===== src/rtl/bit_frame_sync.sv =====
// rtl/bit_frame_sync.sv - serial bitstream sync hunter, length-header parser and byte packer
module bit_frame_sync #(
    parameter int                SYNC_W    = 32,
    parameter logic [SYNC_W-1:0] SYNC_WORD = 32'h1ACF_FC1D,
    parameter int                MAX_ERR   = 0
) (
    input  logic       clk,
    input  logic       rst_n,
    input  logic       bit_in,
    input  logic       bit_valid,
    input  logic       clear,
    output logic [7:0] out_data,
    output logic       out_valid,
    output logic       frame_start,
    output logic       frame_end,
    output logic       locked
);

    localparam int CNT_W = $clog2(SYNC_W + 1);

    typedef enum logic [1:0] {
        HUNT    = 2'd0,
        HEADER  = 2'd1,
        PAYLOAD = 2'd2
    } state_t;

    state_t            state_q;
    logic [SYNC_W-1:0] sr_q;
    logic [CNT_W-1:0]  fill_q;
    logic [2:0]        bit_cnt_q;
    logic [7:0]        byte_cnt_q;
    logic [7:0]        len_q;
    logic [7:0]        shift_q;
    logic [7:0]        out_data_q;
    logic              out_valid_q;
    logic              frame_start_q;
    logic              frame_end_q;
    logic              locked_q;

    logic [SYNC_W-1:0] sr_d;
    logic [SYNC_W-1:0] diff;
    logic [CNT_W-1:0]  err_cnt;
    logic              sync_hit;
    logic [7:0]        byte_d;
    logic              last_bit;

    always_comb begin
        sr_d    = {sr_q[SYNC_W-2:0], bit_in};
        diff    = sr_d ^ SYNC_WORD;
        err_cnt = '0;
        for (int i = 0; i < SYNC_W; i++) begin
            err_cnt = err_cnt + CNT_W'(diff[i]);
        end
        // The window must hold SYNC_W fresh bits, i.e. this bit is at least the SYNC_W-th.
        sync_hit = (fill_q >= CNT_W'(SYNC_W - 1)) && (err_cnt <= CNT_W'(MAX_ERR));
        byte_d   = {shift_q[6:0], bit_in};
        last_bit = (bit_cnt_q == 3'd7);
    end

    always_ff @(posedge clk or negedge rst_n) begin
        if (!rst_n) begin
            state_q       <= HUNT;
            sr_q          <= '0;
            fill_q        <= '0;
            bit_cnt_q     <= '0;
            byte_cnt_q    <= '0;
            len_q         <= '0;
            shift_q       <= '0;
            out_data_q    <= '0;
            out_valid_q   <= 1'b0;
            frame_start_q <= 1'b0;
            frame_end_q   <= 1'b0;
            locked_q      <= 1'b0;
        end else begin
            out_valid_q   <= 1'b0;
            frame_start_q <= 1'b0;
            frame_end_q   <= 1'b0;
            if (clear) begin
                state_q    <= HUNT;
                sr_q       <= '0;
                fill_q     <= '0;
                bit_cnt_q  <= '0;
                byte_cnt_q <= '0;
                len_q      <= '0;
                shift_q    <= '0;
                locked_q   <= 1'b0;
            end else begin
                // locked lingers through the frame_end cycle, then falls once back in HUNT
                if (state_q == HUNT) begin
                    locked_q <= 1'b0;
                end
                if (bit_valid) begin
                    case (state_q)
                        HUNT: begin
                            if (sync_hit) begin
                                state_q       <= HEADER;
                                sr_q          <= '0;
                                fill_q        <= '0;
                                bit_cnt_q     <= '0;
                                frame_start_q <= 1'b1;
                                locked_q      <= 1'b1;
                            end else begin
                                sr_q <= sr_d;
                                if (fill_q != CNT_W'(SYNC_W)) begin
                                    fill_q <= fill_q + CNT_W'(1);
                                end
                            end
                        end
                        HEADER: begin
                            bit_cnt_q <= bit_cnt_q + 3'd1;
                            shift_q   <= byte_d;
                            if (last_bit) begin
                                len_q <= byte_d;
                                if (byte_d == 8'd0) begin
                                    state_q     <= HUNT;
                                    frame_end_q <= 1'b1;
                                end else begin
                                    state_q    <= PAYLOAD;
                                    byte_cnt_q <= byte_d;
                                end
                            end
                        end
                        PAYLOAD: begin
                            bit_cnt_q <= bit_cnt_q + 3'd1;
                            shift_q   <= byte_d;
                            if (last_bit) begin
                                out_data_q  <= byte_d;
                                out_valid_q <= 1'b1;
                                byte_cnt_q  <= byte_cnt_q - 8'd1;
                                if (byte_cnt_q == 8'd1) begin
                                    state_q     <= HUNT;
                                    frame_end_q <= 1'b1;
                                end
                            end
                        end
                        default: begin
                            state_q <= HUNT;
                        end
                    endcase
                end
            end
        end
    end

    assign out_data    = out_data_q;
    assign out_valid   = out_valid_q;
    assign frame_start = frame_start_q;
    assign frame_end   = frame_end_q;
    assign locked      = locked_q;

endmodule


===== config.mk =====
export PLATFORM = sky130hd
export DESIGN_NAME = bit_frame_sync
export DESIGN_NICKNAME = d
export VERILOG_FILES = /design/src/rtl/bit_frame_sync.sv
export SDC_FILE = /design/constraint.sdc
export NUM_CORES = 1
export LEC_CHECK = 0
export CAP_MARGIN = 20
export CORE_MARGIN = 5
export CORE_UTILIZATION = 55
export CTS_BUF_LIST = sky130_fd_sc_hd__clkbuf_4 sky130_fd_sc_hd__clkbuf_8
export DETAILED_ROUTE_END_ITERATION = 10
export HOLD_SLACK_MARGIN = 0.02
export PLACE_DENSITY_LB_ADDON = 0.15
export SETUP_SLACK_MARGIN = 0.4
export SLEW_MARGIN = 20
export SYNTH_ARGS = -nofsm -noshare
export SYNTH_HDL_FRONTEND = slang
export SYNTH_SLANG_ARGS = --single-unit

===== constraint.sdc =====
create_clock -name clk -period 5.6 [get_ports clk]
set_input_delay 1.68 -clock clk [delete_from_list [all_inputs] [get_ports clk]]
set_output_delay 1.68 -clock clk [all_outputs]
set_load 0.02 [all_outputs]

==> impl_metrics.ini, run 1 <==
[sta]
setup_slack_ns = -1.13
min_period_ns = 6.73
finalSetupViolCount = 44
rsz0062_at_grt = yes
setup_tns_ns = -45.16
finClkSkew_ns = 0.00906
period_share_pct = 120
drv_slew = 0
slew_headroom_pct = 28.3
fmax_mhz = 149
hold_viol = 0
tightest_slew_ns = 1.07

[critical_path]
cp_data_required_time_ns = 5.84
path_max_fanout = 4
r2r_slack_ns = -0.16
rr_worst_depth = 18
reg2reg_to = bit_cnt_q[0]
timing.rr.start = sr_q[9]
crit_path_start_kind = input pin
critPathKind = input pin to register
end_kind = register
worstPathArrival_ns = 6.97

[yosys]
yosys_warnings = 0
syn-num-nets = 477
synth_top_area_cell = dfrtp_1
synth_area_um2 = 4020
synth_cell_type_count = 44
synth-seq-cells = 69
synthCells = 431
ys.flop_type = dfrtp_1
synthTopCellsByArea = dfrtp_1 43%, fa_1 12%, inv_1 6.5%
yosysTopAreaCellShare_pct = 43.0
syn_avg_cell_area_um2 = 9.32
ys_seq_area_share_pct = 43.0
synth_edf_count = 0
async_flop_share_pct = 100
synth.most_common_cell = inv_1
synth_commonest_cells = 70 x inv_1, 69 x dfrtp_1, 65 x nand2_1

[detailed_routing]
firstDrtPassIters = 5
route.detailed.drc = 0
drtIter0Drc = 231
routed_wl_um = 8310
routed_via_density = 5.43
wl_per_cell_um = 14.7
num_vias = 3072
antenna_left = 0

[finish]
regArea_um2 = 1730
fin_cells = 566
drive_gt1_share_pct = 14.3
multi_input_area_um2 = 2040
fillers = 591
n_antenna_cell = 0
nNetsFinal = 508
synthToLayoutAreaGrowth_pct = 17.1

[global_route]
use_met3_pct = 3.39
grt_pass1_vias = 3008
grt_pass1_wl_um = 14300
track_usage_pct = 20.5
antenna_found_initial = 0
met2_usage_pct = 30.8
use_met1_pct = 30.0
gr-max-usage-layer = met2
gr-total-overflow = 0
grt_max_degree = 48

[worst_hold_path]
hp-start = out_data[7]
min_path_type = register to register
whs_endpoint = out_data[7]
hold-path-cell-count = 2

[die]
die-area_um2 = 9110
initial_core_util_pct = 56.0
die_h_um = 95.4
io_pins = 17
fp.dieW_um = 95.4
core-area_um2 = 7180
std_cell_rows = 31

[power_and_ir_drop]
p_comb_share_pct = 29.0
power_switching_uw = 469
internal-power_uw = 875
sw_frac_of_total_pct = 34.9
p_seq_share_pct = 39.5
vdd_ir_drop_max_uv = 168
p_clk_share_pct = 31.5
power_leakage_uw = 0.00214
p_per_area_nw_per_um2 = 286

[status]
violations = negative setup slack
status = finished with violations

[clock_tree]
clockBufferDepth = 2
cts_root_buf = clkbuf_8
cts_made_buffers = 9
cts_tree = yes
clock_sinks = 69
htreeDepth = 3
clock_latency_ns = 0.36
path_clk_slew_ns = 0.09
cts_hold_buf = 0

[placed_design]
port_buffers = 16
pre_cts_ws_ns = -1.85
post-dp-hpwl_um = 6040
gp_routability_congestion = 0.912
dp_cells = 548

[run]
maxCapViolCount = 0
metal layers:
| layer | up-vias | share of wire, % |
|---|---|---|
| met4 | 0 | 1.7 |
| li1 | 1489 | - |
| met1 | 1499 | 48 |
| met2 | 74 | 46 |
| met3 | 10 | 4.3 |
| met5 | - | 0 |
critical path, stage by stage:
cell and delay (ns):
buf_6 0.10, fa_1 0.54, inv_1 0.05, fa_1 0.47, inv_1 0.05, fa_1 0.48
inv_1 0.05, fa_1 0.45, fa_1 0.49, inv_1 0.06, fa_1 0.48, inv_1 0.04
ha_2 0.17, fa_1 0.43, or4_4 0.44, a2111oi_4 0.33, nand4b_1 0.20, nand2_2 0.16
mux2_4 0.31
worst max path at each step:
stage,startpoint,end,slack [ns],depth (start not counted)
after floorplan,bit_in,bit_cnt_q[0],-1.20,18
after global placement,bit_in,bit_cnt_q[2],-1.80,19
after detailed placement,bit_in,bit_cnt_q[0],-1.85,19
after CTS,bit_in,bit_cnt_q[0],-1.19,19
after global routing,bit_in,bit_cnt_q[2],-1.24,19
final,bit_in,bit_cnt_q[0],-1.13,19
registers in the layout, summed over array words and instances (netlist names):
signal,count
bit_cnt_q,3
out_valid,1
locked,1
state_q,2
sr_q,31
fill_q,6
frame_end,1
byte_cnt_q,8
out_data,8
frame_start,1
shift_q,7
cells by family (layout without fill, tap and decap cells):
family	after synthesis	after routing	share of synthesized area (%)
adders and majority gates	41	41	17.3
buffers and inverters	88	124	8.32
AOI/OAI and AO/OA	87	87	13.7
DFF	69	69	43.0
muxes	3	3	0.841
and+or+nand+nor	143	143	16.9
repair_timing:
action / CTS / global route
pin swaps: 4 / 4
endpoints found under the setup margin: 44 / 44
resized for setup: 16 / 4
cloned: 0 / 0
setup buffers: 2 / 0
layout by cell type, fill, tap and decap left out, types with 2 or more instances in the layout:
cell / synthesis / final
inv_6: 0 / 2
mux2_4: 0 / 3
o21ai_0: 5 / 4
o31ai_2: 0 / 2
nand3_1: 34 / 31
o311ai_1: 2 / 2
nor4_1: 3 / 3
or4_1: 4 / 4
clkinv_4: 0 / 4
ha_1: 17 / 16
clkbuf_8: 0 / 9
o31ai_1: 6 / 4
clkdlybuf4s50_1: 0 / 14
and3_1: 2 / 2
o21ai_1: 30 / 30
nand3_2: 0 / 3
nand2_1: 65 / 63
nand2b_1: 8 / 8
o22ai_1: 3 / 2
a31o_2: 3 / 3
dfrtp_1: 69 / 69
nor2_1: 13 / 13
fa_1: 24 / 24
a21oi_2: 0 / 2
inv_1: 70 / 70
nand4b_1: 3 / 3
o2bb2ai_1: 2 / 2
a31oi_1: 5 / 5
a21oi_1: 19 / 16
buf_6: 0 / 4
buf_4: 0 / 18
nor3_1: 3 / 3
or2_2: 3 / 3
final cells by class:
class / instances / area share [%]
timing repair buffer: 38 / 7.34
multi-input combinational: 274 / 43.3
inverter: 70 / 5.59
clock buffer: 9 / 2.63
sequential: 69 / 36.7
clock inverter: 7 / 1.76
tap: 99 / 2.63
power by group through the flow:
stage / clock network, uW / registers [uW] / logic (uW)
finish: 424 / 530 / 390
floorplan: 0 / 537 / 274
global route: 455 / 534 / 438
detailed placement: 0 / 540 / 377
global placement: 0 / 540 / 366
CTS: 434 / 530 / 389
through the flow:
step	hold slack, ns	utilization (%)	area, um^2	total power, uW
after floorplan	0.475	-	4060	811
after global placement	0.459	61.6	4420	906
after detailed placement	0.469	61.6	4420	918
after CTS	0.491	65.2	4680	1350
after global routing	0.508	65.5	4700	1430
final	0.485	65.5	4700	1340
Note: power is estimated with default switching activity, not from simulation.
==> run 2: changes to the inputs <==
--- a/config.mk
+++ b/config.mk
@@ -6,6 +6,7 @@
 export NUM_CORES = 1
 export LEC_CHECK = 0
 export CAP_MARGIN = 20
+export CORE_ASPECT_RATIO = 0.5
 export CORE_MARGIN = 5
 export CORE_UTILIZATION = 55
 export CTS_BUF_LIST = sky130_fd_sc_hd__clkbuf_4 sky130_fd_sc_hd__clkbuf_8
==> run 2 against run 1 <==
Net effect: the run still ends with negative setup slack left; global-route usage rose by 1.6 points; via count increased by 2.9%; first-iteration DRC count down 24%; sequential share of layout area shrank 1.3 points; worst hold slack about the same; combinational power rose by 12%; final area up 3.6%; register-to-register slack worse by 0.21 ns; wire length grew 12%; setup slack got worse by 0.13 ns; maximum frequency is 1.8% lower.
==> impl_metrics.ini, run 2 (synthesis gave the netlist of run 1 again) <==
[status]
status = finished with violations
violations = negative setup slack

[global_route]
antenna_found_initial = 0
grt_pass1_wl_um = 15700
grt_pass1_vias = 3318
track_usage_pct = 22.1
gr-total-overflow = 0
grt_max_degree = 37

[power_and_ir_drop]
vdd_ir_drop_max_uv = 178
p_per_area_nw_per_um2 = 284
power_leakage_uw = 0.00220

[finish]
fin_util_pct = 67.6
final_common_cell = inv_1
n_antenna_cell = 0
final_area_um2 = 4870
regArea_um2 = 1730
nNetsFinal = 519
drive_gt1_share_pct = 19.0
fillers = 573
mostFrequentLayoutCells = 70 x inv_1, 69 x dfrtp_1, 64 x nand2_1
multi_input_area_um2 = 2110
fin_cells = 574
synthToLayoutAreaGrowth_pct = 21.3
top_register = sr_q
largest_reg_flops = 31

[sta]
min_period_ns = 6.85
finalSetupViolCount = 44
setup_tns_ns = -51.70
tightest_slew_ns = 0.933
drv_slew = 0
period_share_pct = 122
slew_headroom_pct = 37.3
hold_viol = 0
rsz0062_at_grt = yes
finClkSkew_ns = 0.00876
hold-worst-slack_ns = 0.484
setup_slack_ns = -1.25
fmax_mhz = 146

[clock_tree]
clock_latency_ns = 0.36
htreeDepth = 3
clock_sinks = 69
clockBufferDepth = 2
cts_root_buf = clkbuf_8
path_clk_slew_ns = 0.07
cts_hold_buf = 0
cts_made_buffers = 9
cts_tree = yes

[detailed_routing]
drtIter0Drc = 176
routed_wl_um = 9300
wl_per_cell_um = 16.2
num_vias = 3160
firstDrtPassIters = 4
antenna_left = 0
route.detailed.drc = 0
routed_via_density = 5.51

[die]
die_h_um = 70.4
fp.dieW_um = 131
die-area_um2 = 9210
core-area_um2 = 7210
std_cell_rows = 22
initial_core_util_pct = 55.7
io_pins = 17

[critical_path]
crit_path_start_kind = input pin
end_kind = register
cp_data_required_time_ns = 5.84
worstPathArrival_ns = 7.10
path_max_fanout = 4
r2r_slack_ns = -0.37
critPathKind = input pin to register

[placed_design]
placed_cell_area_um2 = 4450
port_buffers = 16
dp_cells = 550
gp_routability_congestion = 0.884
post-dp-hpwl_um = 6490

[worst_hold_path]
min_path_type = register to register

[run]
maxCapViolCount = 0
## run 2: changes by cell type in the layout (fill, tap and decap cells not counted), sizes merged
cell and change:
clkdlybuf4s50 -1, buf +12, clkinvlp +3, inv -2
clkbuf +1, clkinv -2
## run 2: critical path: stages
cell       delay, ns
buf_6           0.10
fa_1            0.53
inv_1           0.05
fa_1            0.47
inv_1           0.05
fa_1            0.48
inv_1           0.05
fa_1            0.44
fa_1            0.50
inv_1           0.05
fa_1            0.48
inv_1           0.05
ha_2            0.17
fa_1            0.45
or4_4           0.46
a2111oi_4       0.27
buf_4           0.19
nand4b_1        0.14
nand2_2         0.16
mux2_4          0.31
## run 2: power by group
group / switching (uW) / total, uW / internal, uW
Combinational: 268 / 435 / 167
Sequential: 15.0 / 531 / 516
Clock: 200 / 416 / 216
Total: 483 / 1380 / 898
## run 2: timing repair
item / in CTS / in global routing
setup endpoints to repair: 44 / 44
pin swaps: 17 / 6
setup buffers: 5 / 2
hold endpoints to repair: 0 / 0
resized for setup: 21 / 12
cloned: 1 / 0
## run 2: metal layers
metal / track usage, % / vias to the layer above / share of wire (%)
li1: - / 1511 / -
met1: 27.1 / 1561 / 43
met2: 36.8 / 61 / 51
met3: 5.88 / 27 / 3.5
met4: 9.35 / 0 / 3.0
met5: 0 / - / 0
## run 2: metrics by stage
| step | total power [uW] | setup WS [ns] |
|---|---|---|
| final | 1380 | -1.25 |
| after global routing | 1470 | -1.41 |
| after CTS | 1370 | -1.20 |
| after detailed placement | 921 | -1.85 |
| after global placement | 905 | -1.81 |
| after floorplan | 811 | -1.20 |
## run 2: worst paths after layout
| kind | startpoint | end | cells after the start |
|---|---|---|---|
| min in group asynchronous | rst_n | sr_q[14] | 1 |
| hold / removal | out_data[3] | out_data[3] | 2 |
| setup reg to reg | sr_q[9] | bit_cnt_q[2] | 19 |
| hold reg to reg | out_data[3] | out_data[3] | 2 |
| max in group asynchronous | rst_n | state_q[0] | 2 |
| setup / recovery | bit_in | bit_cnt_q[2] | 20 |
## run 2: cell type report
class / instances / share of cell area (%)
inverter: 70 / 5.39
timing repair buffer: 49 / 9.19
sequential: 69 / 35.4
clock buffer: 10 / 2.82
clock inverter: 6 / 1.28
tap: 96 / 2.47
multi-input combinational: 274 / 43.4
